File: src/rtl/ppi_strobed_port.sv
// Strobed parallel peripheral port: simple in/out plus STB/IBF input (FIFO-buffered)
// and OBF/ACK output handshaking, with interrupt and sticky overrun flags.
module ppi_strobed_port #(
  parameter int unsigned WIDTH = 8,
  parameter int unsigned DEPTH = 4
) (
  input  logic             clk,
  input  logic             rst,
  input  logic             enable,
  input  logic [1:0]       mode,
  input  logic             inte,
  input  logic             wr,
  input  logic [WIDTH-1:0] wdata,
  input  logic             rd,
  output logic [WIDTH-1:0] rdata,
  input  logic [WIDTH-1:0] port_in,
  output logic [WIDTH-1:0] port_out,
  output logic             port_oe,
  input  logic             stb_n,
  input  logic             ack_n,
  output logic             ibf,
  output logic             obf_n,
  output logic             intr,
  output logic             ovr
);

  localparam int unsigned AW = $clog2(DEPTH);
  localparam int unsigned CW = $clog2(DEPTH + 1);
  localparam logic [CW-1:0] FULL_CNT = CW'(DEPTH);

  typedef enum logic [1:0] {
    ModeSimpleIn  = 2'b00,
    ModeSimpleOut = 2'b01,
    ModeStbIn     = 2'b10,
    ModeStbOut    = 2'b11
  } mode_e;

  mode_e            r_mode, w_mode_d;
  logic             r_stb, r_ack;
  logic [WIDTH-1:0] r_out, w_out_d;
  logic [WIDTH-1:0] r_rdata, w_rdata_d;
  logic             r_obf_n, w_obf_n_d;
  logic             r_ovr, w_ovr_d;
  logic [AW-1:0]    r_wptr, w_wptr_d, r_rptr, w_rptr_d;
  logic [CW-1:0]    r_count, w_count_d;
  logic [WIDTH-1:0] r_mem [DEPTH];

  logic w_stb_fall, w_ack_fall, w_mode_chg, w_act;
  logic w_empty, w_full, w_push, w_pop, w_ovr_set;

  always_comb begin
    w_stb_fall = r_stb & ~stb_n;
    w_ack_fall = r_ack & ~ack_n;
    w_mode_chg = enable & (mode != r_mode);
    w_act      = enable & ~w_mode_chg;
    w_empty    = (r_count == '0);
    w_full     = (r_count == FULL_CNT);

    w_mode_d  = r_mode;
    w_out_d   = r_out;
    w_rdata_d = r_rdata;
    w_obf_n_d = r_obf_n;
    w_ovr_d   = r_ovr;
    w_wptr_d  = r_wptr;
    w_rptr_d  = r_rptr;
    w_count_d = r_count;
    w_push    = 1'b0;
    w_pop     = 1'b0;
    w_ovr_set = 1'b0;

    if (w_mode_chg) begin
      w_mode_d  = mode_e'(mode);
      w_wptr_d  = '0;
      w_rptr_d  = '0;
      w_count_d = '0;
      w_obf_n_d = 1'b1;
      w_ovr_d   = 1'b0;
    end else if (w_act) begin
      unique case (r_mode)
        ModeSimpleIn: begin
          if (rd) w_rdata_d = port_in;
        end
        ModeSimpleOut: begin
          if (wr) w_out_d = wdata;
          if (rd) w_rdata_d = r_out;
        end
        ModeStbIn: begin
          w_pop     = rd & ~w_empty;
          // A full FIFO still accepts a push when the same cycle frees a slot.
          w_push    = w_stb_fall & (~w_full | w_pop);
          w_ovr_set = w_stb_fall & w_full & ~w_pop;
          if (w_pop) w_rdata_d = r_mem[r_rptr];
        end
        ModeStbOut: begin
          if (wr) begin
            w_out_d   = wdata;
            w_obf_n_d = 1'b0;
            w_ovr_set = ~r_obf_n;
          end else if (w_ack_fall) begin
            w_obf_n_d = 1'b1;
          end
          if (rd) w_rdata_d = r_out;
        end
        default: ;
      endcase

      if (w_push) w_wptr_d = r_wptr + AW'(1);
      if (w_pop)  w_rptr_d = r_rptr + AW'(1);
      case ({w_push, w_pop})
        2'b10:   w_count_d = r_count + CW'(1);
        2'b01:   w_count_d = r_count - CW'(1);
        default: w_count_d = r_count;
      endcase

      if (w_ovr_set)  w_ovr_d = 1'b1;
      else if (rd)    w_ovr_d = 1'b0;
    end
  end

  always_ff @(posedge clk or posedge rst) begin
    if (rst) begin
      r_mode  <= ModeSimpleIn;
      r_stb   <= 1'b1;
      r_ack   <= 1'b1;
      r_out   <= '0;
      r_rdata <= '0;
      r_obf_n <= 1'b1;
      r_ovr   <= 1'b0;
      r_wptr  <= '0;
      r_rptr  <= '0;
      r_count <= '0;
    end else begin
      r_mode  <= w_mode_d;
      r_stb   <= stb_n;
      r_ack   <= ack_n;
      r_out   <= w_out_d;
      r_rdata <= w_rdata_d;
      r_obf_n <= w_obf_n_d;
      r_ovr   <= w_ovr_d;
      r_wptr  <= w_wptr_d;
      r_rptr  <= w_rptr_d;
      r_count <= w_count_d;
    end
  end

  always_ff @(posedge clk) begin
    if (w_push) r_mem[r_wptr] <= port_in;
  end

  assign port_out = r_out;
  // Pins stay released for the whole reset, even if enable/mode are already driven.
  assign port_oe  = enable & mode[0] & ~rst;
  assign rdata    = r_rdata;
  assign ibf      = ~w_empty;
  assign obf_n    = r_obf_n;
  assign ovr      = r_ovr;
  assign intr     = enable & inte & ((r_mode == ModeStbIn)  ? ibf :
                                     (r_mode == ModeStbOut) ? r_obf_n : 1'b0);

endmodule

File: config.mk
export PLATFORM = sky130hd
export DESIGN_NAME = ppi_strobed_port
export DESIGN_NICKNAME = d
export VERILOG_FILES = /design/src/rtl/ppi_strobed_port.sv
export SDC_FILE = /design/constraint.sdc
export NUM_CORES = 1
export LEC_CHECK = 0
export CAP_MARGIN = 0
export CORE_UTILIZATION = 35
export CTS_BUF_LIST = sky130_fd_sc_hd__clkbuf_8 sky130_fd_sc_hd__clkbuf_16
export DETAILED_ROUTE_END_ITERATION = 6
export SLEW_MARGIN = 40
export SYNTH_ARGS = -nofsm -noshare
export SYNTH_HDL_FRONTEND = slang
export SYNTH_SLANG_ARGS = --single-unit
File: constraint.sdc
create_clock -name clk -period 2.5 [get_ports clk]
set_clock_uncertainty 0.15 [all_clocks]
set_input_delay 0.75 -clock clk [delete_from_list [all_inputs] [get_ports clk]]
set_output_delay 0.75 -clock clk [all_outputs]
set_load 0.02 [all_outputs]
After elaboration in Yosys (flattened, before gate mapping)
Memories as Yosys holds them, arrays and structs flattened.
Cells that the tools add are included.
- add/subtract/negate cells: 4
- equal/unequal tests: 10
- muxes and demuxes: 38
- bitwise operators: 21
- reductions and logical operators: 17
- operators with widths (cell ; number):
    $mux W1 ; 24
    $mux W8 ; 3
    $pmux W8 S3 ; 1
    $and A1 B1 Y1 ; 12
    $mux W2 ; 6
    $reduce_bool A3 Y1 ; 3
    $not A1 Y1 ; 8
    $reduce_and A2 Y1 ; 4
    $reduce_bool A2 Y1 ; 4
    $eq A2 B2 Y1 const B ; 3
    $mux W3 ; 2
    $pmux W3 S2 ; 1
    $reduce_and A5 Y1 ; 1
    $add A2 B1 Y2 const B ; 2
    $eq A2 B1 Y1 const B ; 2
    $ne A2 B2 Y1 const B ; 2
    $reduce_and A4 Y1 ; 1
    $add A3 B1 Y3 const B ; 1
    $eq A3 B3 Y1 const B ; 1
    $logic_not A3 Y1 ; 1
    $reduce_and A3 Y1 ; 1
    $sub A3 B1 Y3 const B ; 1
    $logic_not A2 Y1 ; 1
    $ne A2 B1 Y1 const B ; 1
    4 further kinds ; 4
- register bits: 29
- memory bits (writable): 32
- input bits: 26
- output and inout bits: 21
- logic and storage cells: 101
- memories kept: 1
- memories (name ; words ; bits a word ; read ports ; clocked after memory_dff ; write ports ; line ; source):
    r_mem ; 4 ; 8 ; 1 ; 0 ; 1 ; 46 ; logic [WIDTH-1:0] r_mem [DEPTH];

Depth between registers and ports, before layout
- word-level depth: 12
- gate-level depth with buffers: 9
- gate-level depth less buffers: 7

Worst setup path before layout
No wires, ideal clock.
- path type: input-to-output
- from: input enable
- to: output intr
- data arrival time: 1643 ps
- data required time: 1600 ps
- setup slack: -43 ps
- stages: 3
- buffers on the path: 1
- cell sequence: clkbuf_1 -> nand3_1 -> a211oi_1
- longest elaborated chain between the ends: 2
- RTL lines (item ; line ; source):
    from (decl) ; 9 ; input logic enable,
    $and A1 B1 Y1 (2 in a row) ; 157 ; assign intr = enable & inte & ((r_mode == ModeStbIn) ? ibf :
    to (decl) ; 23 ; output logic intr,
Every way passes these cells.

Worst setup path in the final report
- from: register r_count[2]
- to: output ibf
- longest elaborated chain between the ends: 2
- RTL lines (item ; line ; source):
    from (decl) ; 45 ; logic [CW-1:0] r_count, w_count_d;
    from (signal assigned) ; 142 ; r_count <= w_count_d;
    $logic_not A3 Y1 ; 56 ; w_empty = (r_count == '0);
    $not A1 Y1 ; 154 ; assign ibf = ~w_empty;
    to (decl) ; 21 ; output logic ibf,
Every way passes these cells.

==> flow_summary.toml <==
[power]
power.density_cell_area_nw_per_um2 = 782.8
p_leak_nw = 1.534
vdd.ir_drop.worst_uv = 425.4

[sta]
grt_setup_unrepaired = "no"
timing.slew.headroom_pct = 70.14
worst_pin_slew_ns = 0.4445
layout_worst_path_cycle_share_pct = 97.73
final_hold_violation_count = 0
finalSetupViolCount = 0
fmaxAchievable_mhz = 409.3
drv_slew = 0
period_needed_ns = 2.443

[floorplan]
row_count = 32
die_boundary_height_um = 91.59
pin_count = 47
chipWidth_um = 91.59
core-area_um2 = 7727
floorplan.initialDensity_pct = 36.35
dieArea_um2 = 8388

[grt]
global_route.usage.met1_pct = 21.04
grt_remaining_overflow = 0
gr-max-usage-layer = "met2"
grt_first_pass_wirelength_mm = 9.949
antenna_found_initial = 0
grtUsageMet3_pct = 3.183
grt_use_total_pct = 15.97
first_global_vias = 1992
met2_track_utilization_from_global_routing_pct = 24.69
grt_start_max_net_pins = 30

[placed_design]
routabilityCongestion = 0.7375
hpwl_mm = 4.242
dp.cells = 363
io_buffers = 46
placement.cell_area_um2 = 3651

[clock_tree]
clk_path_buf_depth = 2
clk-insertion-delay-late_ns = 0.34
htree_num_levels = 3
tritoncts = "yes"
holdBufCountCts = 0
cts_sinks = 61
cts_post_setup_buffers_inserted = 0
root_buffer = "clkbuf_8"
worst_setup_hold_path_clk_slew_ns = 0.07
cts_buffers = 9

[critical_path]
cp_slowest_stage_delay_ns = 0.40
rr_endpoint = "r_count[2]"
path_max_fanout = 6
worstPathArrival_ns = 1.54
cp-end-kind = "output pin"
worst-r2r-setup-slack_ns = 0.14
crit_path_start_kind = "flop"
worst_r2r_path_depth = 6
path_cells = "or3_4 > buf_4 > clkdlybuf4s15_2"
crit_slowest_cell = "or3_4"
timing.setup.critical_path_class = "flop to output pin"
timing.rr.start = "r_count[2]"
cp_data_required_time_ns = 1.60

[run]
timing.max_cap.violations = 0

[finish]
antenna_cells = 0
final_cell_count_no_fill = 379
synthToLayoutAreaGrowth_pct = 38.31
final_design_area_no_fill_um2 = 3885
finish.net_count = 303
post_route_cells_drive_above_1_share_pct = 28.52

[drt]
routed_wire_length_per_instance_um = 15.48
finalWirelength_mm = 5.866
drc_errors = 0
dr.pass1.iters = 4
route.antenna.remaining_nets = 0
via_count = 1825
vias_per_cell = 4.815
initialDrtViolationCount = 79

[status]
outcome = "finished, final reports clean"

[logic_synthesis]
mean_post_synth_cell_area_um2 = 14.55
yosysSeqAreaShare_pct = 60.18
ys_types = 45
synth_cells = 193
synth.yosys.warnings = 0
synth-edff-count = 32
nets_in_the_synthesized_netlist = 224
synth-seq-cells = 61
netlist_area_um2 = 2809
synth-async-reset-ratio_pct = 47.54
synth_top_flop_cell = "edfxtp_1"

[min_path]
hold_path_end = "rdata[1]"
hp-start = "rdata[1]"
hold_path.class = "flop to flop"
whs_path_depth = 1
## flip-flops by register name, summed over array words and instances (netlist names)
register / cells
r_stb: 1
r_mode: 2
r_mem: 32
r_count: 3
r_ack: 1
obf_n: 1
rdata: 8
port_out: 8
r_rptr: 2
r_wptr: 2
ovr: 1
## worst max path at each step
stage / from / endpoint / slack [ns] / depth (start not counted)
5_1_grt: r_count[2] / ibf / 0.009 / 3
3_5_place_dp: enable / intr / -0.54 / 4
2_1_floorplan: stb_n / r_count[2] / 0.02 / 6
6_report: r_count[2] / ibf / 0.06 / 3
3_3_place_gp: enable / intr / -0.50 / 4
4_1_cts: r_count[2] / ibf / 0.006 / 3
## per-layer routing
metal,up-vias,wire length (µm)
li1,882,-
met1,907,2829
met2,26,2776
met3,10,131
met4,0,129
met5,-,0
## Yosys cell counts (5+ instances only)
cell type  count  area (µm²)
edfxtp_1      32       960.9
mux2_2         9       101.4
mux2_1        10       112.6
mux4_2         8       180.2
nor2_1        12       45.04
and3_1         5       31.28
nand2_1        5       18.77
dfrtp_1       26       650.6
mux2i_1        9       90.09
a21oi_1        8       40.04
inv_1          7       26.28
## worst max-delay path, delay by kind of cell (launching register included)
kind                   cells  cell delay, ns
flip-flops                 1            0.38
buffers and inverters      2            0.43
AND/OR/NAND/NOR            1            0.40
## kinds of logic (layout without fill, tap and decap cells)
family	count (synthesis)	after routing	synth area share (%)
flops	61	61	60.18
simple gates	44	44	9.087
buf+inv	19	103	3.251
xor+xnor	2	2	0.6237
mux	36	36	17.24
compound gates	26	26	7.127
fa+ha+maj	5	5	2.495
## power by group
part / total, mW / switching [mW] / internal (mW) / leakage (nW)
combinational: 0.734 / 0.348 / 0.387 / 0.770
sequential: 1.26 / 0.0783 / 1.19 / 0.649
clock: 1.04 / 0.386 / 0.657 / 0.115
total: 3.04 / 0.812 / 2.23 / 1.53
## cell usage in the layout (no fill, tap or decap), types with 7 or more instances in the layout
master / n
mux2i_1: 9
mux2_2: 9
edfxtp_1: 32
mux2_1: 10
inv_1: 7
buf_4: 29
dfrtp_1: 26
mux4_2: 8
clkbuf_8: 9
clkdlybuf4s50_1: 41
nor2_1: 12
a21oi_1: 8
## area by class of cell
cell class / instances / area (µm²)
clock buffers: 9 / 123.9
clock inverters: 7 / 113.9
fillers: 655 / 3842
inverters: 8 / 30.03
multi-input cells: 113 / 1037
flip-flops and latches: 61 / 1690
well taps: 102 / 127.6
repair buffers: 79 / 762.0
## per-stage QoR
step           util, %  hold WS, ns  TNS, ns  setup slack [ns]  power, mW
6_report         50.28       0.3528        0           0.05678      3.041
5_1_grt          50.28       0.3732        0          0.008647      3.187
4_1_cts          50.21       0.3595        0          0.006472      3.081
3_5_place_dp     47.25       0.3392   -17.03           -0.5356      2.028
3_3_place_gp     47.25       0.3266   -17.00           -0.5001      2.019
2_1_floorplan        -       0.3663        0           0.01905      1.630
## timing repair
action,4_1_cts,5_1_grt
gates resized for setup,14,1
pin swaps,1,0
endpoints found under the setup margin,3,1
Power figures use the tool's default switching activity.
